File: src/rtl/fetch_sequencer.sv
// -----------------------------------------------------------------------------
// fetch_sequencer
//
// Instruction-fetch / program-counter stage in front of the opcode decoder.
// Holds the PC and requests one instruction word at a time over a
// variable-latency request/valid handshake. It presents the held word, its
// OPCODE and FUNCTION fields to the decoder, and then waits for the execute
// stage to retire it. On retire, the decoder's redirect results select the
// next PC. Sequencing is FETCH -> ISSUE -> FETCH, so there is one bubble
// cycle between instructions. HALT parks the sequencer until RESET.
//
// Ports:
//   CLK          in   1        clock, rising edge
//   RESET        in   1        asynchronous, active-high reset
//   IMEM_REQ     out  1        fetch request, held until IMEM_VALID
//   IMEM_ADDR    out  PC_W     fetch address (= PC)
//   IMEM_RDATA   in   INSTR_W  fetched word, sampled when IMEM_VALID=1
//   IMEM_VALID   in   1        memory returns a word this cycle
//   INSTR        out  INSTR_W  held instruction word
//   OPCODE       out  4        INSTR[15:12]
//   FUNCTION     out  3        INSTR[2:0]
//   INSTR_VALID  out  1        INSTR/OPCODE/FUNCTION are valid
//   INSTR_ACK    in   1        execute retires the held instruction
//   BRANCH       in   1        conditional branch
//   ALU_COND     in   1        branch condition from the ALU
//   JUMP         in   1        absolute jump (j, jal)
//   JR           in   1        jump register
//   JR_TARGET    in   PC_W     register value for JR
//   HALT         in   1        halt
//   PC           out  PC_W     address of the held instruction
//   PC_PLUS1     out  PC_W     PC+1, also the JAL link value
//   HALTED       out  1        sequencer stopped
// -----------------------------------------------------------------------------
module fetch_sequencer #(
    parameter int              PC_W     = 16,
    parameter logic [PC_W-1:0] RESET_PC = '0,
    parameter int              INSTR_W  = 16
) (
    input  logic               CLK,
    input  logic               RESET,
    output logic               IMEM_REQ,
    output logic [PC_W-1:0]    IMEM_ADDR,
    input  logic [INSTR_W-1:0] IMEM_RDATA,
    input  logic               IMEM_VALID,
    output logic [INSTR_W-1:0] INSTR,
    output logic [3:0]         OPCODE,
    output logic [2:0]         FUNCTION,
    output logic               INSTR_VALID,
    input  logic               INSTR_ACK,
    input  logic               BRANCH,
    input  logic               ALU_COND,
    input  logic               JUMP,
    input  logic               JR,
    input  logic [PC_W-1:0]    JR_TARGET,
    input  logic               HALT,
    output logic [PC_W-1:0]    PC,
    output logic [PC_W-1:0]    PC_PLUS1,
    output logic               HALTED
);

    typedef enum logic [1:0] {
        ST_FETCH  = 2'd0,
        ST_ISSUE  = 2'd1,
        ST_HALTED = 2'd2
    } state_e;

    state_e             state_q, state_d;
    logic [PC_W-1:0]    pc_q, pc_d;
    logic [INSTR_W-1:0] instr_q, instr_d;
    logic               valid_q, valid_d;

    logic [PC_W-1:0]    pc_plus1;
    logic [PC_W-1:0]    branch_target;
    logic [PC_W-1:0]    jump_target;

    // All PC arithmetic wraps modulo 2^PC_W by truncation to PC_W bits.
    assign pc_plus1      = pc_q + PC_W'(1);
    // The branch offset is signed 8-bit and is relative to PC+1.
    assign branch_target = pc_plus1 + {{(PC_W-8){instr_q[7]}}, instr_q[7:0]};
    // An absolute jump replaces only the low 12 bits and keeps the current page.
    assign jump_target   = {pc_q[PC_W-1:12], instr_q[11:0]};

    // Next-state logic and next-PC selection.
    always_comb begin
        // NOTE: every signal driven here gets a default first, so no path can
        // leave one unassigned and infer a latch.
        state_d = state_q;
        pc_d    = pc_q;
        instr_d = instr_q;
        valid_d = valid_q;

        unique case (state_q)
            ST_FETCH: begin
                if (IMEM_VALID) begin
                    instr_d = IMEM_RDATA;
                    valid_d = 1'b1;
                    state_d = ST_ISSUE;
                end
            end

            ST_ISSUE: begin
                if (INSTR_ACK) begin
                    valid_d = 1'b0;
                    // Priority: HALT > JR > JUMP > taken branch > sequential.
                    if (HALT) begin
                        state_d = ST_HALTED;
                    end else begin
                        state_d = ST_FETCH;
                        if (JR)                     pc_d = JR_TARGET;
                        else if (JUMP)              pc_d = jump_target;
                        else if (BRANCH && ALU_COND) pc_d = branch_target;
                        else                        pc_d = pc_plus1;
                    end
                end
            end

            ST_HALTED: begin
                valid_d = 1'b0;
            end

            default: begin
                state_d = ST_FETCH;
                valid_d = 1'b0;
            end
        endcase
    end

    always_ff @(posedge CLK or posedge RESET) begin
        if (RESET) begin
            state_q <= ST_FETCH;
            pc_q    <= RESET_PC;
            instr_q <= '0;
            valid_q <= 1'b0;
        end else begin
            // NOTE: state registers use non-blocking assignments so that every
            // register samples the pre-edge values, whatever the statement order.
            state_q <= state_d;
            pc_q    <= pc_d;
            instr_q <= instr_d;
            valid_q <= valid_d;
        end
    end

    // The reset state is FETCH. Gating with RESET keeps the request low while
    // reset is held, and drops it at once when reset arrives mid-fetch.
    assign IMEM_REQ    = (state_q == ST_FETCH) && !RESET;
    assign IMEM_ADDR   = pc_q;
    assign INSTR       = instr_q;
    assign OPCODE      = instr_q[15:12];
    assign FUNCTION    = instr_q[2:0];
    assign INSTR_VALID = valid_q;
    assign PC          = pc_q;
    assign PC_PLUS1    = pc_plus1;
    assign HALTED      = (state_q == ST_HALTED);

endmodule

File: config.mk
export PLATFORM = sky130hd
export DESIGN_NAME = fetch_sequencer
export DESIGN_NICKNAME = d
export VERILOG_FILES = /design/src/rtl/fetch_sequencer.sv
export SDC_FILE = /design/constraint.sdc
export NUM_CORES = 1
export LEC_CHECK = 0
export CAP_MARGIN = 15
export CORE_MARGIN = 2
export CORE_UTILIZATION = 44
export CTS_CLUSTER_SIZE = 16
export DETAILED_ROUTE_END_ITERATION = 8
export GPL_TIMING_DRIVEN = 1
export PLACE_DENSITY = 0.81
export SLEW_MARGIN = 40
export SYNTH_ARGS = -nofsm -noshare
export SYNTH_HDL_FRONTEND = slang
export SYNTH_SLANG_ARGS = --single-unit
File: constraint.sdc
create_clock -name CLK -period 3.84 [get_ports CLK]
set_clock_uncertainty 0.05 [all_clocks]
set_input_delay 0.768 -clock CLK [delete_from_list [all_inputs] [get_ports CLK]]
set_output_delay 0.768 -clock CLK [all_outputs]
set_load 0.05 [all_outputs]
# Word-level counts from Yosys, hierarchy flattened
# Cells that the tools add are included.
[word_totals]
ff_bits = 35
inputBits = 41
word_cells = 33
[classes]
addsub = 2
eq_ne = 5
n_mux = 10
bitwise = 2
n_reduce_logical = 9
[ops]
columns = ["cell", "count"]
rows = [
  ["two-way mux 16 bit", 3],
  ["adder 16 x 1 -> 16 bit, second input constant", 1],
  ["adder 16 bit", 1],
  ["two-way mux 2 bit", 3],
  ["case mux 2 bit (3 select lines)", 1],
  ["AND reduction 3 bit", 2],
  ["inequality test 2 bit, second input constant", 2],
  ["AND reduction 2 bit", 2],
  ["AND reduction 4 bit", 1],
  ["== test 2 x 1 -> 1 bit, second input constant", 1],
  ["== test 2 bit, second input constant", 1],
  ["logical AND 1 bit", 2],
  ["zero test 2 bit", 1],
  ["two-way mux 1 bit", 2],
  ["inequality test 2 x 1 -> 1 bit, second input constant", 1],
  ["inverter 1 bit", 2],
  ["case mux 1 bit (2 select lines)", 1],
  ["zero test 1 bit", 1],
]

# Logic depth before layout (Yosys ltp)
[logic_depth]
word_depth = 5
depth_mapped = 13
depth_no_buf = 13

# Least setup slack after synthesis
# OpenSTA, ideal clock, no wires.
[synth_timing]
kind = "reg-to-reg"
start = "reg pc_q[1], in the netlist IMEM_ADDR[1]"
end = "reg pc_q[15], in the netlist IMEM_ADDR[15]"
setup_time_ps = 153
arrival_ps = 3683
t_required_ps = 3637
setup_slack_ps = -45
stages_incl_launch_ff = 13
n_path_buf = 0
path_cell_list = "dfrtp_1 -> ha_1 -> nand4_1 -> nor3_1 -> and3_1 -> xor2_1 -> ha_1 -> a21oi_1 -> a2111oi_0 -> a31oi_1 -> o211ai_1 -> xnor2_1 -> a31oi_1"
[synth_between]
elab_chain_len = 5
[synth_rtl]
columns = ["item", "line_no", "source"]
rows = [
  ["from (decl)", "68", "logic [PC_W-1:0] pc_q, pc_d;"],
  ["from (signal assigned)", "138", "pc_q <= pc_d;"],
  ["adder 16 x 1 -> 16 bit", "77", "assign pc_plus1 = pc_q + PC_W'(1);"],
  ["named net PC_PLUS1[12]", "57", "output logic [PC_W-1:0] PC_PLUS1,"],
  ["adder 16 bit", "79", "assign branch_target = pc_plus1 + {{(PC_W-8){instr_q[7]}}, instr_q[7:0]};"],
  ["two-way mux 16 bit", "111", "else if (BRANCH && ALU_COND) pc_d = branch_target;"],
  ["two-way mux 16 bit", "110", "else if (JUMP) pc_d = jump_target;"],
  ["two-way mux 16 bit", "109", "if (JR) pc_d = JR_TARGET;"],
]
# The timed path passes the listed nets, and every way through them passes these cells. The select of a mux whose other input is x is not followed.
# A chain may end at the register's enable or synchronous reset.

# Final worst setup path
[layout_timing]
start = "reg pc_q[0], in the netlist IMEM_ADDR[0]"
end = "out PC_PLUS1[14]"
[layout_between]
elab_chain_len = 1
[layout_rtl]
columns = ["item", "line_no"]
rows = [
  ["adder 16 x 1 -> 16 bit", "77"],
  ["to (decl)", "57"],
]
# No other way between the ends.

==> flow_metrics.tcl <==
set metrics [dict create \
    grt_pass1_wl_mm 15.2 \
    clk_pin_slew_ps 80 \
    die_height_um 85.4 \
    io_buffers 114 \
    dr_total_vias 2970 \
    critPathLaunch "IMEM_ADDR[0]$_DFFE_PP0P_" \
    yosysWarnings 0 \
    place_hpwl_mm 7.17 \
    cts_tree "done" \
    grt-ovfl-total 0 \
    reg2reg_to "IMEM_ADDR[13]$_DFFE_PP0P_" \
    ioPinCount 115 \
    dr.first_iter.drc_count 203 \
    synthCells 340 \
    rr_worst_depth 12 \
    holdCritPathClass "reg -> reg" \
    h-tree-depth 2 \
    syn_area_sq_mm 0.00291 \
    antenna_found_initial 0 \
    coreArea_sq_mm 0.00639 \
    ys_seq_area_share_pct 30.1 \
    final_nets 496 \
    root_buffer "clkbuf_8" \
    grtUsageTotal_pct 26.3 \
    netlist.area_leader.share_pct 30.1 \
    synth_edf_count 0 \
    initial_core_util_pct 45.6 \
    drc 0 \
    cts.path.max_buffers 2 \
    tightest_slew_ps 841 \
    synth_area_leaders "dfrtp_1 (30%), ha_1 (8.2%), mux2_2 (6.2%)" \
    crit_end "PC_PLUS1[14]" \
    drive_above_1_share_pct 8.94 \
    die-area_sq_mm 0.00729 \
    post_drt_wl_per_cell_um 18.2 \
    min_period_over_period_pct 91.9 \
    globalplace.congestion 0.900 \
    worst_setup_path_start_kind "register" \
    rsz0062_at_grt "no" \
    antenna_left 0 \
    maxCapViolations 0 \
    clock_sinks 35 \
    clock_latency_ps 290 \
    worstSetupPathType "reg -> out" \
    yosysUniqueCellTypes 50 \
    cts-buffers-inserted 5 \
    critPathCaptureType "output pin" \
    final_max_slew_viol_count 0 \
    rr_startpoint "IMEM_ADDR[0]$_DFFE_PP0P_" \
    die_w_um 85.4 \
    grt_pass1_vias 2979 \
    firstDrtPassIters 5 \
    yosys.area.top_type "dfrtp_1" \
    path_max_fanout 6 \
    grt_max_degree 36 \
    slew-limit-headroom_pct 43.5 \
    area_growth_pct 41.5 \
    status "complete, no violations" \
    fin_crit_ps 3530 \
    synth_area_per_cell_sq_um 8.57 \
    antenna_cells 0 \
    ys_ff_latch 35 \
    clock.fmax_mhz 283 \
    num_rows 29 \
    r2r_slack_ps 550 \
    tns_ps 0 \
    finalSetupViolCount 0 \
    syn_nets 401 \
    routed_wl_mm 9.35 \
    final_hold_viol_count 0 \
    crit_required_ps 3020 \
    min_from "INSTR_VALID$_DFFE_PP0P_" \
    synth_ff_type "dfrtp_1" \
    async_flop_share_pct 100 \
    worstPathArrival_ps 2710 \
    vias_per_cell 5.79 \
]
==> Yosys cell counts (4+ instances only) <==
library cell and instances:
nand4_1 4, a31oi_1 7, a21o_1 4, and3_1 4
o22ai_1 5, mux2_2 16, xor2_1 15, nand3_1 7
a21oi_1 26, dfrtp_1 35, o31ai_1 4, o21ai_0 20
clkbuf_1 9, nor2_1 28, buf_4 23, inv_1 10
nor3_1 9, ha_1 19, xnor2_1 11, nand2_1 35
o211ai_1 5
==> how the worst min path moves through the flow <==
stage | end | slack [ps] | cells past startpoint
after CTS | INSTR_VALID$_DFFE_PP0P_ | 490 | 2
after floorplan | state_q[0]$_DFFE_PP0P_ | 510 | 2
final | INSTR_VALID$_DFFE_PP0P_ | 490 | 2
after global placement | INSTR_VALID$_DFFE_PP0P_ | 470 | 2
after detailed placement | INSTR[11]$_DFFE_PP0P_ | 480 | 1
after global routing | INSTR_VALID$_DFFE_PP0P_ | 500 | 2
==> layout make-up <==
| class | count | area [sq um] |
|---|---|---|
| fill | 549 | 2260 |
| multi-input combinational | 262 | 1800 |
| timing repair buffer | 121 | 1200 |
| sequential | 35 | 876 |
| tap | 77 | 96.3 |
| clock buffer | 5 | 68.8 |
| clock inverter | 3 | 43.8 |
| inverter | 10 | 37.5 |
==> layout by cell type (no fill, tap or decap), drive strengths merged, types with 5 or more instances in the layout <==
cell,count
clkdlybuf4s50,113
dfrtp,35
nand2,35
nor2,29
a21oi,27
o21ai,21
ha,19
mux2,16
xor2,15
xnor2,11
inv,10
nor3,9
nand3,8
a31oi,7
buf,7
o211ai,6
o22ai,5
clkbuf,5
==> through the flow <==
stage          area, sq um  hold WS (ps)  worst slack (ps)  instances  util (%)
4_1_cts               4120           489               133        513      64.5
2_1_floorplan         2930           507              38.9        340         -
3_3_place_gp          4010           465               535        505      62.8
6_report              4120           486               311        513      64.6
5_1_grt               4120           504               190        513      64.6
3_5_place_dp          4010           476               459        505      62.8
==> flip-flops by register name (all words and copies together), names as in the netlist <==
register,flops
state_q,2
INSTR,16
INSTR_VALID,1
IMEM_ADDR,16
==> cells by family (layout without fill, tap and decap cells) <==
kind of cell | after synthesis | in the layout | share of synthesized area [%]
AO/OA/AOI/OAI | 96 | 96 | 21.3
flip-flops | 35 | 35 | 30.1
XOR/XNOR | 26 | 26 | 7.81
AND/OR/NAND/NOR | 101 | 101 | 16.2
buffers and inverters | 43 | 139 | 8.54
adder cells (fa/ha/maj) | 20 | 20 | 8.85
multiplexers | 19 | 19 | 7.21
==> repair_timing <==
action | CTS | global route
buffers inserted | 0 | 0
resized for setup | 0 | 1
hold endpoints to repair | 0 | 0
setup endpoints to repair | 0 | 1
hold buffers | 0 | 0
==> metal layers <==
metal	global-route usage (%)	up-vias	routed length [um]
li1	-	1401	-
met1	32.2	1378	3690
met2	43.3	169	4420
met3	8.07	22	963
met4	10.2	0	274
met5	0	-	0
==> critical path, stage by stage (launching register included) <==
cell	delay, ps
dfrtp_1	450
ha_1	240
nand4_1	170
nor2_1	220
and3_1	260
xor2_1	230
clkdlybuf4s50_1	850
Power is left out: the tool's default activity adds up to more than one toggle a clock period on the data nets, which glitch-free logic cannot reach.
==> patch (same settings) <==
Encoding of `state_e`: now one-hot (3 bits for 3 states).
--- a/src/rtl/fetch_sequencer.sv
+++ b/src/rtl/fetch_sequencer.sv
@@ -58,10 +58,10 @@
     output logic               HALTED
 );
 
-    typedef enum logic [1:0] {
-        ST_FETCH  = 2'd0,
-        ST_ISSUE  = 2'd1,
-        ST_HALTED = 2'd2
+    typedef enum logic [2:0] {
+        ST_FETCH  = 3'b001,
+        ST_ISSUE  = 3'b010,
+        ST_HALTED = 3'b100
     } state_e;
 
     state_e             state_q, state_d;
Function: same outputs for any inputs over 10 cycles, from zero or initial values and one cycle with RESET high; not proved beyond that.
==> patch against the unedited design <==
Worst setup slack better by 0.043 ns; via count rose by 0.54%; synthesized area rose by 5.3%; sequential cell count grew 1; design area rose by 2.7%; sequential share of layout area rose by 0.056 points; routed wire length down 4.5%; register-to-register slack improved by 0.09 ns; highest routed layer unchanged.
Power is left out: the tool's default activity adds up to more than one toggle a clock period on the data nets, which glitch-free logic cannot reach.
==> patch: results (changes against the unedited design) <==
- GPL Wtd Cong: 0.937 (+4.1%)
- Sequential area share after synthesis: 0.294 (-0.00651)
- CTS H-Tree Depth: 2 (unchanged)
- Antenna cells: 0 (unchanged)
- Status: finished clean
- Maximum net fanout on the critical path: 8 (+2)
- Reg2Reg Capture Point: IMEM_ADDR[15]
- Root Buffer: clkbuf_8
- Minimum setup slack among reg-to-reg paths: 0.64 ns (+0.09 ns)
- Layout cell share with drive strength beyond 1: 0.111 (+0.0211)
- Min-Delay Path Depth: 1 (-1)
- Post-CTS setup buffer count: 0 (unchanged)
- Synth async-reset ratio: 1.00 (unchanged)
- Min-delay worst type: flip-flop to flip-flop
- Top cells by area, synth: dfrtp_1 (29%), ha_1 (7.7%), buf_4 (6.4%), mux2_2 (6.2%), a21oi_1 (4.4%)
- WL/cell: 17.4 um (-4.7%)
- Iter 0 DRT Violations: 255 (+26%)
- R2R depth: 12 (unchanged)
- Post-synth net total: 402 (+0.25%)
- Layout fillers: 568 (+3.5%)
- Slew at the pin closest to its max-slew limit: 0.723 ns (-0.118 ns)
- Final Slew Violations: 0 (unchanged)
- Period Utilization, post-route: 0.908 (-0.0113)
- Initial DRT Pass Iterations: 5 (unchanged)
- Synth Instances: 341 (+0.29%)
- Global Route Usage Sum: 0.240 (-0.0227)
- CP max stage delay: 0.89 ns (+0.04 ns)
- Global-route wire length before repair: 14500 um (-4.5%)
- Clock transition at path regs: 0.08 ns (about the same)
- Yosys warns: 0 (unchanged)
- CTS Buf Count: 5 (unchanged)
- Crit path to: PC_PLUS1[11]
- CTS max path bufs: 2 (unchanged)
- Pin count of the biggest net entering global routing: 24 (-33%)
- Clk_lat worst skew: 0.29 ns (about the same)
- # resized after CTS: 0 (unchanged)
- Most frequent cells after synthesis: dfrtp_1 (35), nand2_1 (30), a21oi_1 (27)
- Unique cell type count in the Yosys netlist: 56 (+12%)
- HP Start: INSTR[15]
- Critical Path Start: IMEM_ADDR[2]
- Fin cells: 514 (+0.19%)
- Vias in the first global route: 2834 (-4.9%)
- Critical Path AT: 2.67 ns (-0.04 ns)
- Highest-delay cell along the critical path: clkdlybuf4s50_1
- Vias per cell: 5.81 (+0.34%)
- Dpl ws: 0.692 ns (+0.234 ns)
- Initial antenna violation count: 0 (unchanged)
- Final #Nets: 494 (-0.40%)
- Dpl hpwl: 7000 um (-2.4%)
- I/O Buffers: 114 (unchanged)
==> patch: cell types whose count changed after synthesis, sizes merged, moves of 4 or more <==
cell,unedited run,this run
nor2,29,20
nand2,35,30
a211oi,2,7
o21ai,21,17
and3,4,9
a21o,4,9
and4,0,5
buf,24,29
inv,10,5
==> patch: routing by layer <==
metal,routed length (um),track usage
met3,640,0.0360
met5,0,0
met1,3820,0.330
met2,4370,0.403
met4,97,0.0517
==> patch: worst min-delay path by stage <==
stage	slack (ns)	to
after floorplan	0.47	INSTR_VALID
after global placement	0.46	INSTR[15]
after detailed placement	0.47	INSTR[15]
after CTS	0.49	INSTR[15]
after global routing	0.52	INSTR[13]
final	0.48	INSTR[15]
==> patch: layout make-up <==
cell class	count	area (sq um)	share of cell area
Multi-Input combinational cell	263	1910	0.452
Timing Repair Buffer	122	1200	0.284
Inverter	5	18.8	0.00443
Sequential cell	36	902	0.213
Clock buffer	8	100	0.0236
Tap cell	80	100	0.0236
==> patch: cell families (layout without fill, tap and decap cells) <==
logic type	count (synthesis)	after routing	synth area share
simple gates	100	100	0.172
buf+inv	42	135	0.0922
flops	36	36	0.294
mux	21	21	0.0754
fa+ha+maj	20	20	0.0840
xor+xnor	26	26	0.0803
compound gates	96	96	0.202
==> patch: worst max-delay path, delay by kind of cell (launching register included) <==
kind,cells,cell delay (ns)
flops,1,0.49
simple gates,3,0.62
buf+inv,1,0.89
xor+xnor,1,0.37
==> patch: metrics by stage <==
step / cell area [sq um] / util / hold WS (ns) / setup TNS (ns)
global route: 4240 / 0.627 / 0.519 / 0
detailed placement: 4140 / 0.612 / 0.472 / 0
floorplan: 3100 / - / 0.469 / -0.0408
CTS: 4240 / 0.627 / 0.490 / 0
finish: 4240 / 0.627 / 0.484 / 0
global placement: 4140 / 0.612 / 0.465 / 0
